File: src/rtl/mem_arbiter.sv
// Round-robin arbiter sharing one word-addressed main-memory port between the
// instruction cache (port 0) and the data cache (port 1), with an ack timeout.
module mem_arbiter #(
    parameter int AW      = 30,
    parameter int DW      = 32,
    parameter int TIMEOUT = 255
) (
    input  logic          clk,
    input  logic          rst,
    input  logic          c0_read_ce,
    input  logic          c0_write_ce,
    input  logic [AW-1:0] c0_addr,
    input  logic [DW-1:0] c0_wdata,
    output logic          c0_read_fin,
    output logic          c0_write_fin,
    output logic [DW-1:0] c0_rdata,
    input  logic          c1_read_ce,
    input  logic          c1_write_ce,
    input  logic [AW-1:0] c1_addr,
    input  logic [DW-1:0] c1_wdata,
    output logic          c1_read_fin,
    output logic          c1_write_fin,
    output logic [DW-1:0] c1_rdata,
    output logic          mem_ce,
    output logic          mem_we,
    output logic [AW-1:0] mem_addr,
    output logic [DW-1:0] mem_wdata,
    input  logic [DW-1:0] mem_rdata,
    input  logic          mem_ack,
    output logic          timeout_err
);
    localparam int CW = (TIMEOUT > 1) ? $clog2(TIMEOUT + 1) : 1;

    typedef enum logic [1:0] {IDLE, BUSY, DONE} state_t;

    state_t        state;
    logic          last_grant;
    logic          owner;
    logic [CW-1:0] wait_cnt;

    logic          req0;
    logic          req1;
    logic          grant1;
    logic          aborting;
    logic          finishing;
    logic [DW-1:0] capture_data;

    assign req0 = c0_read_ce | c0_write_ce;
    assign req1 = c1_read_ce | c1_write_ce;

    // On a tie the port that did not win last time is granted, so neither starves.
    assign grant1 = req1 & (~req0 | ~last_grant);

    // The wait counter holds the number of completed BUSY cycles without ack.
    assign aborting     = (TIMEOUT != 0) && !mem_ack && (wait_cnt == CW'(TIMEOUT - 1));
    assign finishing    = mem_ack | aborting;
    assign capture_data = mem_ack ? mem_rdata : '0;

    always_ff @(posedge clk or posedge rst) begin
        if (rst) begin
            state        <= IDLE;
            last_grant   <= 1'b1;
            owner        <= 1'b0;
            wait_cnt     <= '0;
            mem_ce       <= 1'b0;
            mem_we       <= 1'b0;
            mem_addr     <= '0;
            mem_wdata    <= '0;
            c0_read_fin  <= 1'b0;
            c0_write_fin <= 1'b0;
            c1_read_fin  <= 1'b0;
            c1_write_fin <= 1'b0;
            c0_rdata     <= '0;
            c1_rdata     <= '0;
            timeout_err  <= 1'b0;
        end else begin
            c0_read_fin  <= 1'b0;
            c0_write_fin <= 1'b0;
            c1_read_fin  <= 1'b0;
            c1_write_fin <= 1'b0;
            case (state)
                IDLE: begin
                    if (req0 | req1) begin
                        owner      <= grant1;
                        last_grant <= grant1;
                        mem_we     <= grant1 ? c1_write_ce : c0_write_ce;
                        mem_addr   <= grant1 ? c1_addr : c0_addr;
                        mem_wdata  <= grant1 ? c1_wdata : c0_wdata;
                        mem_ce     <= 1'b1;
                        wait_cnt   <= '0;
                        state      <= BUSY;
                    end
                end
                BUSY: begin
                    if (finishing) begin
                        mem_ce <= 1'b0;
                        state  <= DONE;
                        if (aborting) begin
                            timeout_err <= 1'b1;
                        end
                        if (!mem_we) begin
                            if (owner) begin
                                c1_rdata <= capture_data;
                            end else begin
                                c0_rdata <= capture_data;
                            end
                        end
                        c0_read_fin  <= !owner && !mem_we;
                        c0_write_fin <= !owner && mem_we;
                        c1_read_fin  <= owner && !mem_we;
                        c1_write_fin <= owner && mem_we;
                    end else begin
                        wait_cnt <= wait_cnt + 1'b1;
                    end
                end
                DONE: begin
                    state <= IDLE;
                end
                default: begin
                    state <= IDLE;
                end
            endcase
        end
    end
endmodule

File: config.mk
export PLATFORM = sky130hd
export DESIGN_NAME = mem_arbiter
export DESIGN_NICKNAME = d
export VERILOG_FILES = /design/src/rtl/mem_arbiter.sv
export SDC_FILE = /design/constraint.sdc
export NUM_CORES = 1
export LEC_CHECK = 0
export CAP_MARGIN = 20
export CORE_MARGIN = 10
export CORE_UTILIZATION = 41
export CTS_CLUSTER_SIZE = 10
export DETAILED_ROUTE_END_ITERATION = 7
export PLACE_DENSITY = 0.79
export SYNTH_ARGS = -nofsm -noshare
export SYNTH_HDL_FRONTEND = slang
export SYNTH_SLANG_ARGS = --single-unit
File: constraint.sdc
create_clock -name clk -period 6.7 [get_ports clk]
set_input_delay 1.34 -clock clk [delete_from_list [all_inputs] [get_ports clk]]
set_output_delay 1.34 -clock clk [all_outputs]
set_load 0.005 [all_outputs]
Word level (Yosys, flattened, before mapping)

Index checks and enable logic that the tools add are counted.

Add/sub/neg operators: 1
Eq/ne operators: 5
Multiplexer cells: 21
Bitwise gates (word level): 10
Reduce and logical (&&, ||, !) cells: 17

Operator list:

| kind                | number |
|---|---|
| $mux 32             | 2 |
| $mux 30             | 1 |
| $mux 8              | 2 |
| $pmux 8 s2          | 1 |
| $mux 1              | 11 |
| $reduce_and 3->1    | 3 |
| $add 8x1->8 const B | 1 |
| $eq 8x8->1 const B  | 1 |
| $reduce_and 4->1    | 2 |
| $ne 2x2->1 const B  | 3 |
| $logic_and 1x1->1   | 5 |
| $or 1x1->1          | 5 |
| $mux 2              | 2 |
| $not 1->1           | 4 |
| $pmux 2 s2          | 1 |
| $reduce_and 2->1    | 2 |
| $logic_not 1->1     | 3 |
| $eq 2x1->1 const B  | 1 |
| $logic_not 2->1     | 1 |
| $pmux 1 s2          | 1 |
| $reduce_bool 2->1   | 1 |
| $and 1x1->1         | 1 |

Register bits after elaboration: 145
Input port bits: 163
Output and inout port bits: 133
Word-level logic and storage cells: 69

Longest topological paths before layout

Gate-level depths: netlist of the first run.

Depth in word-level cells: 5
Depth in mapped cells: 7
Mapped depth without buffers: 7

Worst setup path after synthesis of the first run

Ideal clock, no wire load.

Path kind: input to register
Start: input c1_write_ce
End: register mem_wdata[10]
Setup time: 0.083 ns
Arrival time: 2.316 ns
Data required time: 6.617 ns
Path slack: 4.302 ns
Stages on the path: 7
Buffers on the path: 3
Path through: nor4_1 > or3_1 > buf_4 > buf_6 > buf_2 > nand2_1 > o21ai_0

Longest elaborated chain between the ends: 3
Elaborated cells between the ends (all ways): 5
Classes of those cells: 1 x mux; 3 x bitwise; 1 x reduce/logical

Ends and longest elaborated chain:

| item                                               | RTL line | RTL |
|---|---|---|
| start: declaration                                 | 18       | `input logic c1_write_ce,` |
| $or 1x1->1 (*)                                     | 49       | `assign req1 = c1_read_ce \| c1_write_ce;` |
| $and 1x1->1 / $or 1x1->1 (equally long branches)   | 52, 83   |  |
| $mux 32 / $reduce_and 2->1 (equally long branches) | n/a      |  |
| end signal: assignment                             | 88       | `mem_wdata <= grant1 ? c1_wdata : c0_wdata;` |
| end: declaration                                   | 27       | `output logic [DW-1:0] mem_wdata,` |

Every way passes the cells marked *; elsewhere a longest branch is shown, timed or not.
A chain may end at the register's enable or synchronous reset.

Worst setup path after layout of the first run

Start: input c1_write_ce
End: register mem_addr[23]

Longest elaborated chain between the ends: 3
Elaborated cells between the ends (all ways): 5
Classes of those cells: 1 x mux; 3 x bitwise; 1 x reduce/logical

Ends and longest elaborated chain:

| item                                               | RTL line | RTL |
|---|---|---|
| $or 1x1->1 (*)                                     | 49       |  |
| $and 1x1->1 / $or 1x1->1 (equally long branches)   | 52, 83   |  |
| $mux 30 / $reduce_and 2->1 (equally long branches) | n/a      |  |
| end signal: assignment                             | 87       | `mem_addr <= grant1 ? c1_addr : c0_addr;` |
| end: declaration                                   | 26       | `output logic [AW-1:0] mem_addr,` |

Marks and branches as above.

==> results.sh, run 1 <==
export IMPL_fin_crit_sh_pct=50.0
export IMPL_p_leak_nw=4.18
export IMPL_syn_inst=507
export IMPL_coreArea_um2=14500
export IMPL_status="complete, no violations"
export IMPL_layout_drive_gt1_share_pct=6.50
export IMPL_yosysUniqueCellTypes=39
export IMPL_avgRoutedWirePerCell_um=21.1
export IMPL_detail_route_first_pass_iterations=5
export IMPL_ir_drop_v=0.000304
export IMPL_endpoint_kind="flip-flop"
export IMPL_switchingPower_mw=1.39
export IMPL_drt_iter0_drc=329
export IMPL_worstPathArrival_ns=3.63
export IMPL_cts_num_sinks=145
export IMPL_synth_ff_type="dfrtp_1"
export IMPL_fillers=1097
export IMPL_syn_cell_area_um2=6090
export IMPL_hold_violations=0
export IMPL_start_kind="primary input"
export IMPL_seq_power_share_pct=36.3
export IMPL_cts_tree="yes"
export IMPL_drv_cap=0
export IMPL_relSlewSlack_pct=48.3
export IMPL_die_width_um=142
export IMPL_seq_area_frac_synth_pct=59.6
export IMPL_grt_pass1_wl_mm=31.2
export IMPL_path_max_fanout=47
export IMPL_synth_edff_count=0
export IMPL_clk_pin_slew_ns=0.06
export IMPL_fp_row_count=44
export IMPL_yosys_warnings=0
export IMPL_num_antenna_cells=0
export IMPL_cts_resized=0
export IMPL_holdPathStages=2
export IMPL_dieHeight_um=142
export IMPL_hp_class="reg2reg"
export IMPL_dp_hpwl_mm=15.8
export IMPL_fmax_mhz=298
export IMPL_final_area_um2=9690
export IMPL_drt_met1_wl_mm=7.82
export IMPL_drc=0
export IMPL_synthTopCellsByArea="dfrtp_1 59%, a32o_1 10%, mux2i_1 10%"
export IMPL_tightestPinTransition_ns=0.776
export IMPL_wl_met3_mm=2.63
export IMPL_worstHoldStart="mem_wdata[9]"
export IMPL_skew_ns=0.00671
export IMPL_routed_wirelength_mm=20.8
export IMPL_start_util_pct=41.9
export IMPL_regToRegStartpoint="last_grant"
export IMPL_intPower_mw=2.80
export IMPL_antenna_found_initial=0
export IMPL_viasPerCell=5.38
export IMPL_finalSetupViolations=0
export IMPL_reg2regPathDepth=5
export IMPL_antenna_left=0
export IMPL_rsz0062_at_grt="false"
export IMPL_die_area_um2=20100
export IMPL_grt_max_degree=129
export IMPL_switching_share_pct=33.1
export IMPL_synth_seq_cells=145
export IMPL_clockBufferDepth=2
export IMPL_worstSkewPairLatency_ns=0.42
export IMPL_portBuffers=295
export IMPL_power_density_nw_per_um2=432
export IMPL_root_buffer="clkbuf_16"
export IMPL_crit_path_start="c1_write_ce"
export IMPL_grt_remaining_overflow=0
export IMPL_whs_ns=0.476
export IMPL_synth_avg_cell_area_um2=12.0
export IMPL_wl_met2_mm=9.95
export IMPL_yosysMostFrequentCell="dfrtp_1"
export IMPL_grt_total_usage_pct=19.9
export IMPL_cts_setup_buffers=0
export IMPL_p_clk_share_pct=20.1
export IMPL_dr_total_vias=5297
export IMPL_setup_tns_ns=0
export IMPL_combPwrFrac_pct=43.6
export IMPL_slew_viol_final=0
export IMPL_io_pins=296
export IMPL_maxUsedRoutingLayer="met4"
export IMPL_cts_htree_levels=4
export IMPL_gp_congestion=0.834
export IMPL_synth_top_cell_by_area="dfrtp_1"
export IMPL_cp_required_ns=6.98
export IMPL_nets=952
export IMPL_crit_type="in2reg"
export IMPL_synthesis_nets=672
export IMPL_synthToLayoutAreaGrowth_pct=59.2
export IMPL_synthTopCellsByCount="144 x dfrtp_1, 67 x nand2_1, 66 x o21ai_0"
export IMPL_period_needed_ns=3.35
export IMPL_cts_made_buffers=17
export IMPL_async_flop_share_pct=100
export IMPL_yosysTopAreaCellShare_pct=59.2
export IMPL_grt_pass1_vias=5525
export IMPL_placed_cell_area_um2=9120
export IMPL_ctsHoldBuffers=0
-- final cells by class --
class,instances,area [um2],share of cell area [%]
clock inverter,13,91.3,0.943
tap,184,230,2.38
sequential,145,3630,37.5
inverter,8,35.0,0.362
multi-input combinational,312,2230,23.0
timing repair buffer,303,3040,31.4
clock buffer,19,433,4.47
-- final timing paths --
path	slack, ns	end
max	3.35	mem_addr[23]
min	0.48	mem_wdata[9]
max reg2reg	4.43	mem_addr[23]
min reg2reg	0.48	mem_wdata[9]
max in group asynchronous	3.99	c1_rdata[18]
min in group asynchronous	1.44	mem_wdata[4]
-- placed cells by master (no fill, tap or decap), types with 3 or more instances in the layout --
cell             synthesis  layout
clkdlybuf4s50_1          0     294
dfrtp_1                144     144
nand2_1                 67      67
o21ai_0                 66      65
a32o_1                  62      62
mux2i_1                 62      62
clkbuf_16                0      17
a21oi_1                  7       7
inv_1                    7       6
buf_4                    5       6
clkinv_2                 0       5
nor2_1                   4       4
and3_1                   4       4
clkinv_4                 0       4
nand3_1                  3       3
o21a_1                   3       3
a21o_1                   3       3
a31oi_1                  3       3
clkinvlp_4               0       3
-- critical path, stage by stage --
cell and delay (ns):
clkdlybuf4s50_1 0.51, o21ai_4 0.64, buf_4 0.74, mux2i_1 0.27, o21ai_0 0.11
-- per-stage QoR --
stage	total power, mW	util, %	worst slack (ns)	std cells
floorplan	2.27	-	1.47	507
global placement	3.30	62.7	2.98	950
detailed placement	3.37	62.7	2.86	950
CTS	4.22	66.3	3.31	982
global route	4.44	66.7	3.16	984
finish	4.18	66.7	3.35	984
-- sequential cells by signal, summed over array words and instances, names as in the netlist, 2 cells and up --
register and flops:
c0_rdata 32, state 2, mem_addr 30, mem_wdata 32
c1_rdata 32, wait_cnt 8
-- layer usage --
layer / up-vias / global-route usage (%)
met2: 264 / 32.1
met3: 26 / 10.3
li1: 2434 / -
met5: - / 0
met4: 0 / 6.78
met1: 2573 / 22.1
-- kinds of logic (layout without fill, tap and decap cells) --
kind of cell | after synthesis | count (layout) | synth area share [%]
buffers and inverters | 50 | 343 | 4.01
multiplexers | 62 | 62 | 10.2
AND/OR/NAND/NOR | 90 | 90 | 6.70
AO/OA/AOI/OAI | 158 | 158 | 19.1
adder cells (fa/ha/maj) | 2 | 2 | 0.411
flip-flops | 145 | 145 | 59.6
-- power groups by stage --
stage               registers, mW  logic, mW  clock network (mW)
detailed placement           1.53       1.84                   0
CTS                          1.52       1.84               0.858
finish                       1.52       1.82               0.841
global route                 1.56       1.98               0.894
floorplan                    1.52      0.749                   0
global placement             1.51       1.79                   0
No activity file was read; power rests on OpenSTA's default activity.
==> run 2, diff against run 1 <==
clock period = 3.4 ns   (was 6.7 ns; I/O delays follow)
==> results.sh, run 2 (synthesis results as in run 1) <==
export IMPL_status="complete, no violations"
export IMPL_detail_route_first_pass_iterations=5
export IMPL_dr_total_vias=5304
export IMPL_critPathBufInv=2
export IMPL_avgRoutedWirePerCell_um=21.0
export IMPL_antenna_left=0
export IMPL_worstSkewPairLatency_ns=0.42
export IMPL_nets=954
export IMPL_endpoint_kind="flip-flop"
export IMPL_die_area_um2=20100
export IMPL_setup_tns_ns=0
export IMPL_start_util_pct=41.9
export IMPL_ir_drop_v=0.000402
export IMPL_cts_setup_buffers=0
export IMPL_fp_row_count=44
export IMPL_portBuffers=295
export IMPL_grt_total_usage_pct=19.9
export IMPL_coreArea_um2=14500
export IMPL_die_width_um=142
export IMPL_finalPower_mw=8.46
export IMPL_tightestPinTransition_ns=0.936
export IMPL_num_antenna_cells=0
export IMPL_grt_remaining_overflow=0
export IMPL_fmax_mhz=429
export IMPL_synthToLayoutAreaGrowth_pct=61.0
export IMPL_grt_pass1_wl_mm=31.7
export IMPL_drv_cap=0
export IMPL_clockBufferDepth=2
export IMPL_placed_cell_area_um2=9210
export IMPL_cp_required_ns=3.69
export IMPL_slew_viol_final=0
export IMPL_dp_hpwl_mm=16.1
export IMPL_whs_ns=0.476
export IMPL_rsz0062_at_grt="false"
export IMPL_gp_congestion=0.894
export IMPL_cts_htree_levels=4
export IMPL_finalSetupViolations=0
export IMPL_grt_max_degree=67
export IMPL_period_needed_ns=2.33
export IMPL_antenna_found_initial=1
export IMPL_cts_num_sinks=145
export IMPL_skew_ns=0.0118
export IMPL_final_common_cell="clkdlybuf4s50_1"
export IMPL_cts_tree="yes"
export IMPL_clk_pin_slew_ns=0.07
export IMPL_crit_type="in2reg"
export IMPL_path_max_fanout=48
export IMPL_root_buffer="clkbuf_16"
export IMPL_routed_wirelength_mm=20.7
export IMPL_ctsHoldBuffers=0
export IMPL_p_leak_nw=4.22
export IMPL_hp_class="reg2reg"
export IMPL_final_area_um2=9800
export IMPL_final_cell_mix="294 x clkdlybuf4s50_1, 144 x dfrtp_1, 67 x nand2_1, 65 x o21ai_0"
export IMPL_dieHeight_um=142
export IMPL_fin_crit_sh_pct=68.5
export IMPL_relSlewSlack_pct=37.4
export IMPL_cts_resized=0
export IMPL_top_regs="c0_rdata: 32 flops, c1_rdata: 32 flops, mem_wdata: 32 flops"
export IMPL_cts_made_buffers=17
export IMPL_drc=0
export IMPL_io_pins=296
export IMPL_critPathTopFamily="buffers and inverters"
export IMPL_layout_drive_gt1_share_pct=6.98
export IMPL_worstPathArrival_ns=2.62
export IMPL_drt_iter0_drc=206
export IMPL_hold_violations=0
export IMPL_critical_path_cell_chain="clkdlybuf4s50_1 > o21ai_4 > buf_12 > mux2i_1 > o21ai_0"
export IMPL_cp_slowest_cell="o21ai_4"
export IMPL_start_kind="primary input"
export IMPL_viasPerCell=5.38
export IMPL_power_density_nw_per_um2=863
export IMPL_grt_pass1_vias=5711
export IMPL_max_stage_delay_ns=0.65
==> run 2: cell count changes in the layout (fill, tap and decap cells not counted), sizes merged <==
cell / previous run / this run
inv: 9 / 16
clkbuf: 19 / 17
clkinv: 9 / 2
clkinvlp: 3 / 4
bufinv: 0 / 1
buf: 9 / 11
==> run 2: power breakdown <==
group	internal, mW	switching [mW]
Sequential	2.50	0.500
Clock	1.04	0.809
Combinational	2.10	1.50
==> run 2: area by class of cell <==
type / count / area [um2]
clock inverters: 15 / 164
clock buffers: 17 / 425
fillers: 1073 / 4730
flip-flops and latches: 145 / 3630
well taps: 184 / 230
multi-input cells: 312 / 2230
repair buffers: 305 / 3090
inverters: 8 / 33.8
==> run 2: through the flow <==
step / setup WS (ns) / std cells / util (%)
6_report: 1.07 / 986 / 67.4
5_1_grt: 0.992 / 986 / 67.4
4_1_cts: 1.08 / 986 / 67.4
3_5_place_dp: 0.626 / 954 / 63.4
3_3_place_gp: 0.740 / 954 / 63.4
2_1_floorplan: 0.902 / 507 / -
==> run 2: path summary, 6_finish.rpt <==
kind | start | endpoint | slack (ns) | cells after the start
min in group asynchronous | rst | c1_rdata[25] | 0.81 | 2
min reg2reg | timeout_err | timeout_err | 0.48 | 1
max | c1_write_ce | mem_addr[19] | 1.07 | 5
min | timeout_err | timeout_err | 0.48 | 1
max in group asynchronous | rst | c1_rdata[20] | 1.81 | 3
max reg2reg | state[1] | c1_rdata[31] | 1.18 | 6
==> run 2: layer usage <==
metal	wire [um]	track usage (%)	vias to the layer above	share of wire, %
met4	319	6.24	2	1.5
li1	-	-	2459	-
met2	9920	32.1	274	48
met3	2600	9.95	23	13
met5	12	0	-	0.058
met1	7880	22.6	2546	38
==> run 3, diff against run 2 <==
clock period = 2.25 ns   (was 3.4 ns; I/O delays follow)
==> results.sh, run 3 (synthesis results as in run 1) <==
export IMPL_slew_viol_final=0
export IMPL_num_antenna_cells=0
export IMPL_nets=963
export IMPL_avgRoutedWirePerCell_um=21.0
export IMPL_critical_path_cell_chain="clkdlybuf4s50_1"
export IMPL_drt_iter0_drc=276
export IMPL_placed_cell_area_um2=9290
export IMPL_die_width_um=142
export IMPL_root_buffer="clkbuf_16"
export IMPL_start_kind="flip-flop"
export IMPL_io_pins=296
export IMPL_grt_pass1_wl_mm=32.1
export IMPL_reg2reg_to="c0_rdata[13]"
export IMPL_reg2regPathDepth=7
export IMPL_portBuffers=295
export IMPL_power_density_nw_per_um2=1310
export IMPL_cts_resized=0
export IMPL_worstSkewPairLatency_ns=0.42
export IMPL_drc=0
export IMPL_cts_made_buffers=17
export IMPL_clockBufferDepth=2
export IMPL_cts_htree_levels=4
export IMPL_hold_violations=0
export IMPL_p_leak_nw=4.27
export IMPL_routed_wirelength_mm=20.9
export IMPL_critPathBufInv=1
export IMPL_endpoint_kind="output port"
export IMPL_grt_remaining_overflow=0
export IMPL_rsz0062_at_grt="false"
export IMPL_crit_type="reg2out"
export IMPL_relSlewSlack_pct=58.4
export IMPL_gp_congestion=0.834
export IMPL_stdcell_count=995
export IMPL_dp_slack_ns=-0.0365
export IMPL_final_common_cell="clkdlybuf4s50_1"
export IMPL_coreArea_um2=14500
export IMPL_cp_slowest_cell="clkdlybuf4s50_1"
export IMPL_layout_setup_ws_ns=0.210
export IMPL_detail_route_first_pass_iterations=7
export IMPL_cts_num_sinks=145
export IMPL_antenna_left=0
export IMPL_period_needed_ns=2.04
export IMPL_cp_required_ns=1.80
export IMPL_hp_class="in2reg"
export IMPL_dieHeight_um=142
export IMPL_die_area_um2=20100
export IMPL_start_util_pct=41.9
export IMPL_layout_drive_gt1_share_pct=8.01
export IMPL_fmax_mhz=490
export IMPL_final_cell_mix="294 x clkdlybuf4s50_1, 144 x dfrtp_1, 67 x nand2_1, 65 x o21ai_0"
export IMPL_skew_ns=0.00859
export IMPL_drv_cap=0
export IMPL_r2r_setup_slack_ns=0.41
export IMPL_grt_pass1_vias=5723
export IMPL_fin_crit_sh_pct=90.7
export IMPL_critPathTopFamily="buffers and inverters"
export IMPL_regToRegStartpoint="wait_cnt[0]"
export IMPL_dr_total_vias=5353
export IMPL_clk_pin_slew_ns=0.06
export IMPL_path_max_fanout=7
export IMPL_cts_tree="yes"
export IMPL_finalSetupViolations=0
export IMPL_antenna_found_initial=0
export IMPL_dp_hpwl_mm=16.3
export IMPL_worstPathArrival_ns=1.59
export IMPL_ir_drop_v=0.000691
export IMPL_synthToLayoutAreaGrowth_pct=62.2
export IMPL_ctsHoldBuffers=0
export IMPL_final_area_um2=9870
export IMPL_place_inst=963
export IMPL_top_regs="c0_rdata: 32 flops, c1_rdata: 32 flops, mem_wdata: 32 flops"
export IMPL_hold_end="state[1]"
export IMPL_status="complete, no violations"
export IMPL_holdPathStages=2
export IMPL_viasPerCell=5.38
export IMPL_cts_setup_buffers=0
export IMPL_tightestPinTransition_ns=0.624
export IMPL_grt_total_usage_pct=20.2
export IMPL_crit_path_start="mem_we"
export IMPL_fp_row_count=44
export IMPL_grt_max_degree=108
export IMPL_worstHoldStart="mem_ack"
export IMPL_max_stage_delay_ns=0.63
run 3: worst max path at each step:
stage | to | slack [ns] | cells past startpoint
after floorplan | c0_rdata[0] | -0.02 | 1
after global placement | mem_wdata[0] | 0.02 | 5
after detailed placement | mem_wdata[0] | -0.04 | 5
after CTS | mem_we | 0.20 | 1
after global routing | mem_we | 0.16 | 1
final | mem_we | 0.21 | 1
run 3: through the flow:
step | setup TNS (ns) | total power, mW | util (%) | hold WS, ns
after floorplan | -2.62 | 6.75 | - | 0.450
after global placement | 0 | 10.1 | 63.9 | 0.443
after detailed placement | -0.0573 | 10.3 | 63.9 | 0.461
after CTS | 0 | 13.1 | 67.9 | 0.444
after global routing | 0 | 13.7 | 67.9 | 0.486
final | 0 | 12.9 | 67.9 | 0.464
run 3: report_power, final:
group | total, mW | internal [mW] | switching [mW]
Combinational | 5.62 | 3.30 | 2.32
Sequential | 4.52 | 3.78 | 0.740
Clock | 2.76 | 1.64 | 1.12
run 3: cell type report:
class | instances | area (um2)
Multi-Input combinational cell | 312 | 2230
Clock buffer | 17 | 425
Sequential cell | 145 | 3630
Clock inverter | 15 | 159
Fill cell | 1101 | 4660
Inverter | 8 | 33.8
Timing Repair Buffer | 314 | 3170
Tap cell | 184 | 230
run 3: layer usage:
metal	routed length [um]	global-route usage (%)	vias up
met3	2330	9.48	16
met4	191	6.02	0
li1	-	-	2463
met2	10100	32.3	270
met5	0	0	-
met1	8230	23.8	2604
run 3: worst reg2reg max path: stages, from the launching register on:
cell     delay (ns)
dfrtp_1        0.41
inv_1          0.12
ha_1           0.16
nand4_1        0.13
nor2_1         0.29
o21ai_2        0.08
buf_4          0.26
a32o_1         0.28
